===== src/rtl/romulator_pkg.sv =====
// Shared types for the romulator RAM arbitration slice: arbiter state
// encoding and the phi2/rwbar synchronizer depth.
package romulator_pkg;

    localparam int SYNC_STAGES = 2;

    typedef enum logic [1:0] {
        ST_LOAD      = 2'd0,
        ST_RUN       = 2'd1,
        ST_HALT_PEND = 2'd2,
        ST_HALTED    = 2'd3
    } arb_state_t;

    // The CPU drives the RAM address while running or while a halt is pending.
    function automatic logic cpu_owns(input arb_state_t s);
        return (s == ST_RUN) || (s == ST_HALT_PEND);
    endfunction

endpackage


===== src/rtl/phi2_edge_sync.sv =====
// Brings phi2 and rwbar into the clk domain and emits a one-clk phi2 fall
// pulse three clks after the pad edge, with rwbar aligned to that pulse.
module phi2_edge_sync
    import romulator_pkg::*;
#(
    parameter int STAGES = SYNC_STAGES
) (
    input  logic clk,
    input  logic rst,
    input  logic phi2,
    input  logic rwbar,
    output logic phi2_fall,
    output logic rwbar_s
);

    logic [STAGES-1:0] phi2_sr;
    logic [STAGES-1:0] rwbar_sr;
    logic              phi2_d;

    // Reset to phi2 low / read so a release never fabricates a write edge.
    always_ff @(posedge clk or negedge rst) begin
        if (!rst) begin
            phi2_sr   <= '0;
            rwbar_sr  <= '1;
            phi2_d    <= 1'b0;
            phi2_fall <= 1'b0;
            rwbar_s   <= 1'b1;
        end else begin
            phi2_sr   <= {phi2_sr[STAGES-2:0], phi2};
            rwbar_sr  <= {rwbar_sr[STAGES-2:0], rwbar};
            phi2_d    <= phi2_sr[STAGES-1];
            phi2_fall <= phi2_d & ~phi2_sr[STAGES-1];
            rwbar_s   <= rwbar_sr[STAGES-1];
        end
    end

endmodule


===== src/rtl/ram_port_arbiter.sv =====
// Arbitrates the onboard RAM between flash loader, CPU and diagnostics.
// Define ARB_DIAG_WRITE_EN to let diagnostics write RAM while halted.
module ram_port_arbiter
    import romulator_pkg::*;
#(
    parameter int ADDR_W   = 16,
    parameter int DATA_W   = 8,
    parameter int CFG_W    = 4,
    parameter int HALT_TMO = 255
) (
    input  logic              clk,
    input  logic              rst,
    input  logic              phi2,
    input  logic              rwbar,
    input  logic              cpu_cs,
    input  logic [ADDR_W-1:0] cpu_addr,
    input  logic [DATA_W-1:0] cpu_wdata,
    output logic [DATA_W-1:0] cpu_rdata,
    output logic              cpu_oe,
    input  logic              load_done,
    input  logic [ADDR_W-1:0] flash_addr,
    input  logic [DATA_W-1:0] flash_wdata,
    input  logic              flash_we,
    input  logic              halt_req,
    input  logic [ADDR_W-1:0] diag_addr,
    input  logic [DATA_W-1:0] diag_wdata,
    input  logic              diag_we,
    output logic [ADDR_W-1:0] ram_addr,
    output logic [DATA_W-1:0] ram_wdata,
    input  logic [DATA_W-1:0] ram_rdata,
    output logic              ram_we,
    output logic              halted,
    output logic              rdy,
    input  logic [CFG_W-1:0]  cfg_in,
    output logic [CFG_W-1:0]  cfg
);

    localparam int CNT_W = (HALT_TMO < 2) ? 1 : $clog2(HALT_TMO + 1);
    localparam logic [CNT_W-1:0] TMO = CNT_W'(HALT_TMO);

    arb_state_t       state_q, state_d;
    logic [CNT_W-1:0] cnt_q, cnt_nxt;
    logic             phi2_fall, rwbar_s;
    logic             cpu_wr, tmo_hit, diag_wr;
    logic             cfg_loaded;

    phi2_edge_sync #(.STAGES(SYNC_STAGES)) u_sync (
        .clk       (clk),
        .rst       (rst),
        .phi2      (phi2),
        .rwbar     (rwbar),
        .phi2_fall (phi2_fall),
        .rwbar_s   (rwbar_s)
    );

`ifdef ARB_DIAG_WRITE_EN
    assign diag_wr = diag_we;
`else
    // Read-only diagnostics: the strobe is discarded.
    assign diag_wr = diag_we & 1'b0;
`endif

    assign cpu_wr  = phi2_fall & cpu_cs & ~rwbar_s;
    assign cnt_nxt = (cnt_q == TMO) ? cnt_q : cnt_q + 1'b1;
    // Transition on the clk the counter would reach TMO, so HALTED lands
    // exactly HALT_TMO clks after HALT_PEND entry.
    assign tmo_hit = (cnt_nxt == TMO);

    always_ff @(posedge clk or negedge rst) begin
        if (!rst) begin
            state_q <= ST_LOAD;
            cnt_q   <= '0;
        end else begin
            state_q <= state_d;
            cnt_q   <= (state_q == ST_HALT_PEND) ? cnt_nxt : '0;
        end
    end

    always_comb begin
        state_d = state_q;
        if (!load_done) begin
            state_d = ST_LOAD;
        end else begin
            case (state_q)
                ST_LOAD:      state_d = ST_RUN;
                ST_RUN:       if (halt_req) state_d = ST_HALT_PEND;
                ST_HALT_PEND: begin
                    // A write on the ending fall pulses this clk; HALTED follows.
                    if (!halt_req)                state_d = ST_RUN;
                    else if (phi2_fall || tmo_hit) state_d = ST_HALTED;
                end
                ST_HALTED:    if (!halt_req) state_d = ST_RUN;
                default:      state_d = ST_LOAD;
            endcase
        end
    end

    always_comb begin
        ram_addr  = cpu_addr;
        ram_wdata = cpu_wdata;
        ram_we    = 1'b0;
        cpu_rdata = '0;
        cpu_oe    = 1'b0;
        rdy       = 1'b0;
        halted    = 1'b0;
        if (state_q == ST_LOAD) begin
            ram_addr  = flash_addr;
            ram_wdata = flash_wdata;
            ram_we    = flash_we;
        end else if (cpu_owns(state_q)) begin
            ram_we    = cpu_wr;
            cpu_rdata = ram_rdata;
            cpu_oe    = cpu_cs & rwbar;
            rdy       = (state_q == ST_RUN);
        end else begin
            ram_addr  = diag_addr;
            ram_wdata = diag_wdata;
            ram_we    = diag_wr;
            halted    = 1'b1;
        end
        // Kill any in-flight strobe the instant reset asserts.
        if (!rst) ram_we = 1'b0;
    end

    // Straps are active-low; capture once after reset release.
    always_ff @(posedge clk or negedge rst) begin
        if (!rst) begin
            cfg        <= '0;
            cfg_loaded <= 1'b0;
        end else if (!cfg_loaded) begin
            cfg        <= ~cfg_in;
            cfg_loaded <= 1'b1;
        end
    end

endmodule


===== config.mk =====
export PLATFORM = sky130hd
export DESIGN_NAME = ram_port_arbiter
export DESIGN_NICKNAME = d
export VERILOG_FILES = /design/src/rtl/romulator_pkg.sv /design/src/rtl/phi2_edge_sync.sv /design/src/rtl/ram_port_arbiter.sv
export SDC_FILE = /design/constraint.sdc
export NUM_CORES = 1
export LEC_CHECK = 0
export BUFFER_PORTS_ARGS = -buffer_cell sky130_fd_sc_hd__buf_2
export CORE_MARGIN = 2
export CORE_UTILIZATION = 34
export CTS_BUF_LIST = sky130_fd_sc_hd__clkbuf_8
export DETAILED_ROUTE_END_ITERATION = 16
export PLACE_DENSITY = 0.72
export SLEW_MARGIN = 25
export SYNTH_ARGS = -nofsm -noshare
export SYNTH_HDL_FRONTEND = slang
export SYNTH_SLANG_ARGS = --single-unit
export TNS_END_PERCENT = 100

===== constraint.sdc =====
create_clock -name clk -period 5.2 [get_ports clk]
set_clock_uncertainty 0.1 [all_clocks]
set_input_delay 0.52 -clock clk [delete_from_list [all_inputs] [get_ports clk]]
set_output_delay 0.52 -clock clk [all_outputs]
set_load 0.005 [all_outputs]

==> impl_metrics.py <==
metrics = {
    "layout": {
        "area_growth_syn_to_layout_pct": 47.37,
        "final_nets": 409,
        "drive_gt1_frac": 0.4725,
        "diodes": 0,
        "nFillCells": 420,
        "utilization": 0.5290,
    },
    "clocking": {
        "clock_latency_ns": 0.26,
        "clkSlewWorstSetupHoldPaths_ns": 0.08,
        "cts_tree": "yes",
        "clock-sinks": 22,
        "clock_path_buffers": 2,
        "htree_num_levels": 1,
        "postCtsSetupRepairBufs": 0,
        "holdBufCountCts": 0,
        "cts_buffers": 3,
        "cts_resized": 0,
        "cts_root_buf": "clkbuf_8",
    },
    "routing": {
        "routedWlPerCell_um": 12.51,
        "drt_first_pass_iters": 4,
        "vias": 1730,
        "dr.first_iter.drc_count": 33,
        "via_per_inst": 4.792,
        "ant_nets": 0,
        "drt_wl_total_um": 4515,
        "drc": 0,
    },
    "power": {
        "seqPwrFrac": 0.373,
        "peakVddDrop_uv": 197.1,
        "p_sw_mw": 0.1317,
        "p_comb_frac": 0.303,
        "power.share.clock": 0.323,
        "p_per_area_mw_per_mm2": 208.8,
        "cellLeakagePower_nw": 1.305,
        "swShare": 0.2683,
        "p_int_mw": 0.3592,
    },
    "floorplan": {
        "dieArea_mm2": 0.005256,
        "die_h_um": 72.50,
        "die_w_um": 72.50,
        "io-pin-count": 133,
        "initial_core_util": 0.3590,
        "coreArea_mm2": 0.004444,
        "rows": 24,
    },
    "logic_synthesis": {
        "ys_seq_area_frac": 0.3475,
        "synth-main-ff-cell": "dfrtp_1",
        "synth_edf_count": 0,
        "synth_async_sr_flop_share": 1.000,
        "synth.cell_area_mm2": 0.001595,
        "synthesis.nets": 280,
        "synth_cells": 181,
        "yosysUniqueCellTypes": 34,
        "ys_ff_latch": 22,
        "ys.warnings.count": 0,
        "avgSynthCellArea_um2": 8.814,
    },
    "setup_path": {
        "worst_ep_required_time_ns": 4.58,
        "rr_worst_depth": 7,
        "crit_arrival_ns": 2.42,
        "cp-end-kind": "output port",
        "crit_path_start_kind": "flop",
        "crit_fanout": 26,
        "criticalPathCategory": "flop to output port",
    },
    "grt": {
        "grt_pass1_wl_um": 6686,
        "antenna_found_initial": 0,
        "grt_overflow": 0,
        "grt_max_degree": 50,
        "grt_pass1_vias": 1490,
        "grt_util_all_layers": 0.1591,
    },
    "sta": {
        "hold_violations": 0,
        "finalSetupViolations": 0,
        "rsz0062_at_grt": "no",
        "slew_violations": 0,
        "fmax_mhz": 329.0,
        "period_minus_slack_ns": 3.040,
        "setup_tns_ns": 0,
        "min_period_over_period": 0.5846,
    },
    "placement": {
        "gp_congestion": 0.8545,
        "io_buffers": 131,
        "dpl.hpwl_um": 3632,
    },
    "job": {
        "drv_cap": 0,
    },
    "run_status": {
        "status": "complete, no violations",
    },
    "min_path": {
        "hold_path.class": "input port to asynchronous set/reset pin",
    },
}
final cells by class:
cell class                      count  area, µm²  share of cell area
Multi-Input combinational cell    145      970.9              0.4130
Inverter                            5      18.77            0.007983
Clock buffer                        3      41.29             0.01756
Tap cell                           52      65.06             0.02767
Clock inverter                      1      30.03             0.01277
Sequential cell                    22      554.3              0.2358
Timing Repair Buffer              133      670.6              0.2853
per-stage QoR:
step           instances  setup WS [ns]  hold WS (ns)  power (mW)  cell area (µm²)
2_1_floorplan        181          2.979        0.1244      0.2605             1595
3_3_place_gp         357          2.471        0.2348      0.3360             2280
3_5_place_dp         357          2.409        0.2347      0.3381             2280
4_1_cts              361          2.113        0.1253      0.4968             2351
5_1_grt              361          1.920        0.1513      0.5181             2351
6_report             361          2.160        0.1059      0.4910             2351
per-layer routing:
layer  GRT usage  share of wire
met1      0.1726           0.39
met2      0.3007           0.50
met3     0.03611          0.087
met4     0.05556          0.016
met5           0              0
power by group through the flow:
| stage | Sequential (mW) | Clock [mW] | Combinational (mW) |
|---|---|---|---|
| 6_report | 0.183 | 0.159 | 0.149 |
| 5_1_grt | 0.184 | 0.168 | 0.166 |
| 4_1_cts | 0.183 | 0.161 | 0.152 |
| 3_5_place_dp | 0.186 | 0 | 0.152 |
| 3_3_place_gp | 0.186 | 0 | 0.150 |
| 2_1_floorplan | 0.186 | 0 | 0.0745 |
cell usage after synthesis (all sizes together), types with 3 or more instances:
cell    instances  share of area
o21ai          32           0.10
nand2          31          0.075
mux2i          24           0.15
dfrtp          19           0.30
and2           10          0.039
a21oi           7          0.022
ha              6          0.047
nand3           6          0.019
and3            5          0.020
clkbuf          5          0.012
inv             5          0.012
buf             4          0.020
dfstp           3          0.049
nor2b           3          0.012
xnor2           3          0.016
kinds of logic (layout without fill, tap and decap cells):
family,Yosys count,count (layout),synth area share
buffers and inverters,14,142,0.04392
multiplexers,24,24,0.1506
AO/OA/AOI/OAI,48,48,0.1930
AND/OR/NAND/NOR,61,61,0.1882
flip-flops,22,22,0.3475
adder cells (fa/ha/maj),6,6,0.04706
XOR/XNOR,5,5,0.02746
other,1,1,0.002351
cells in the final DEF (no fill, tap or decap), types with 2 or more instances in the layout:
master	Yosys	layout
a21oi_1	7	7
and2_1	10	10
and3_1	5	5
buf_2	2	131
buf_4	0	2
clkbuf_8	0	3
dfrtp_1	19	19
dfstp_2	3	3
ha_1	6	6
inv_1	4	4
mux2i_1	24	24
nand2_1	30	30
nand3_1	6	6
nor2_1	2	2
nor2b_1	3	3
o21ai_0	32	32
xnor2_1	3	3
xor2_1	2	2
sequential cells by signal, indices dropped and copies added, names as in the netlist:
signal	flops
cnt_q	8
cfg	4
state_q	2
u_sync.phi2_sr	2
u_sync.rwbar_sr	2
cfg_loaded	1
u_sync.phi2_d	1
u_sync.phi2_fall	1
u_sync.rwbar_s	1
final timing paths:
path | startpoint | end | slack [ns]
max | state_q[0] | ram_we | 2.16
min | rst | cnt_q[0] | 0.11
max reg2reg | state_q[0] | state_q[0] | 3.09
min reg2reg | u_sync.phi2_sr[0] | u_sync.phi2_sr[1] | 0.25
max in group asynchronous | rst | u_sync.rwbar_s | 4.53
min in group clk | u_sync.phi2_sr[0] | u_sync.phi2_sr[1] | 0.25
critical path: stages (launching register included):
cell	delay, ns
dfrtp_1	0.43
inv_1	0.09
ha_1	0.29
buf_4	0.36
nor2b_1	0.48
nand3_1	0.12
o21ai_0	0.13
and2_1	0.13
buf_2	0.11
(Power assumes the default switching activity.)
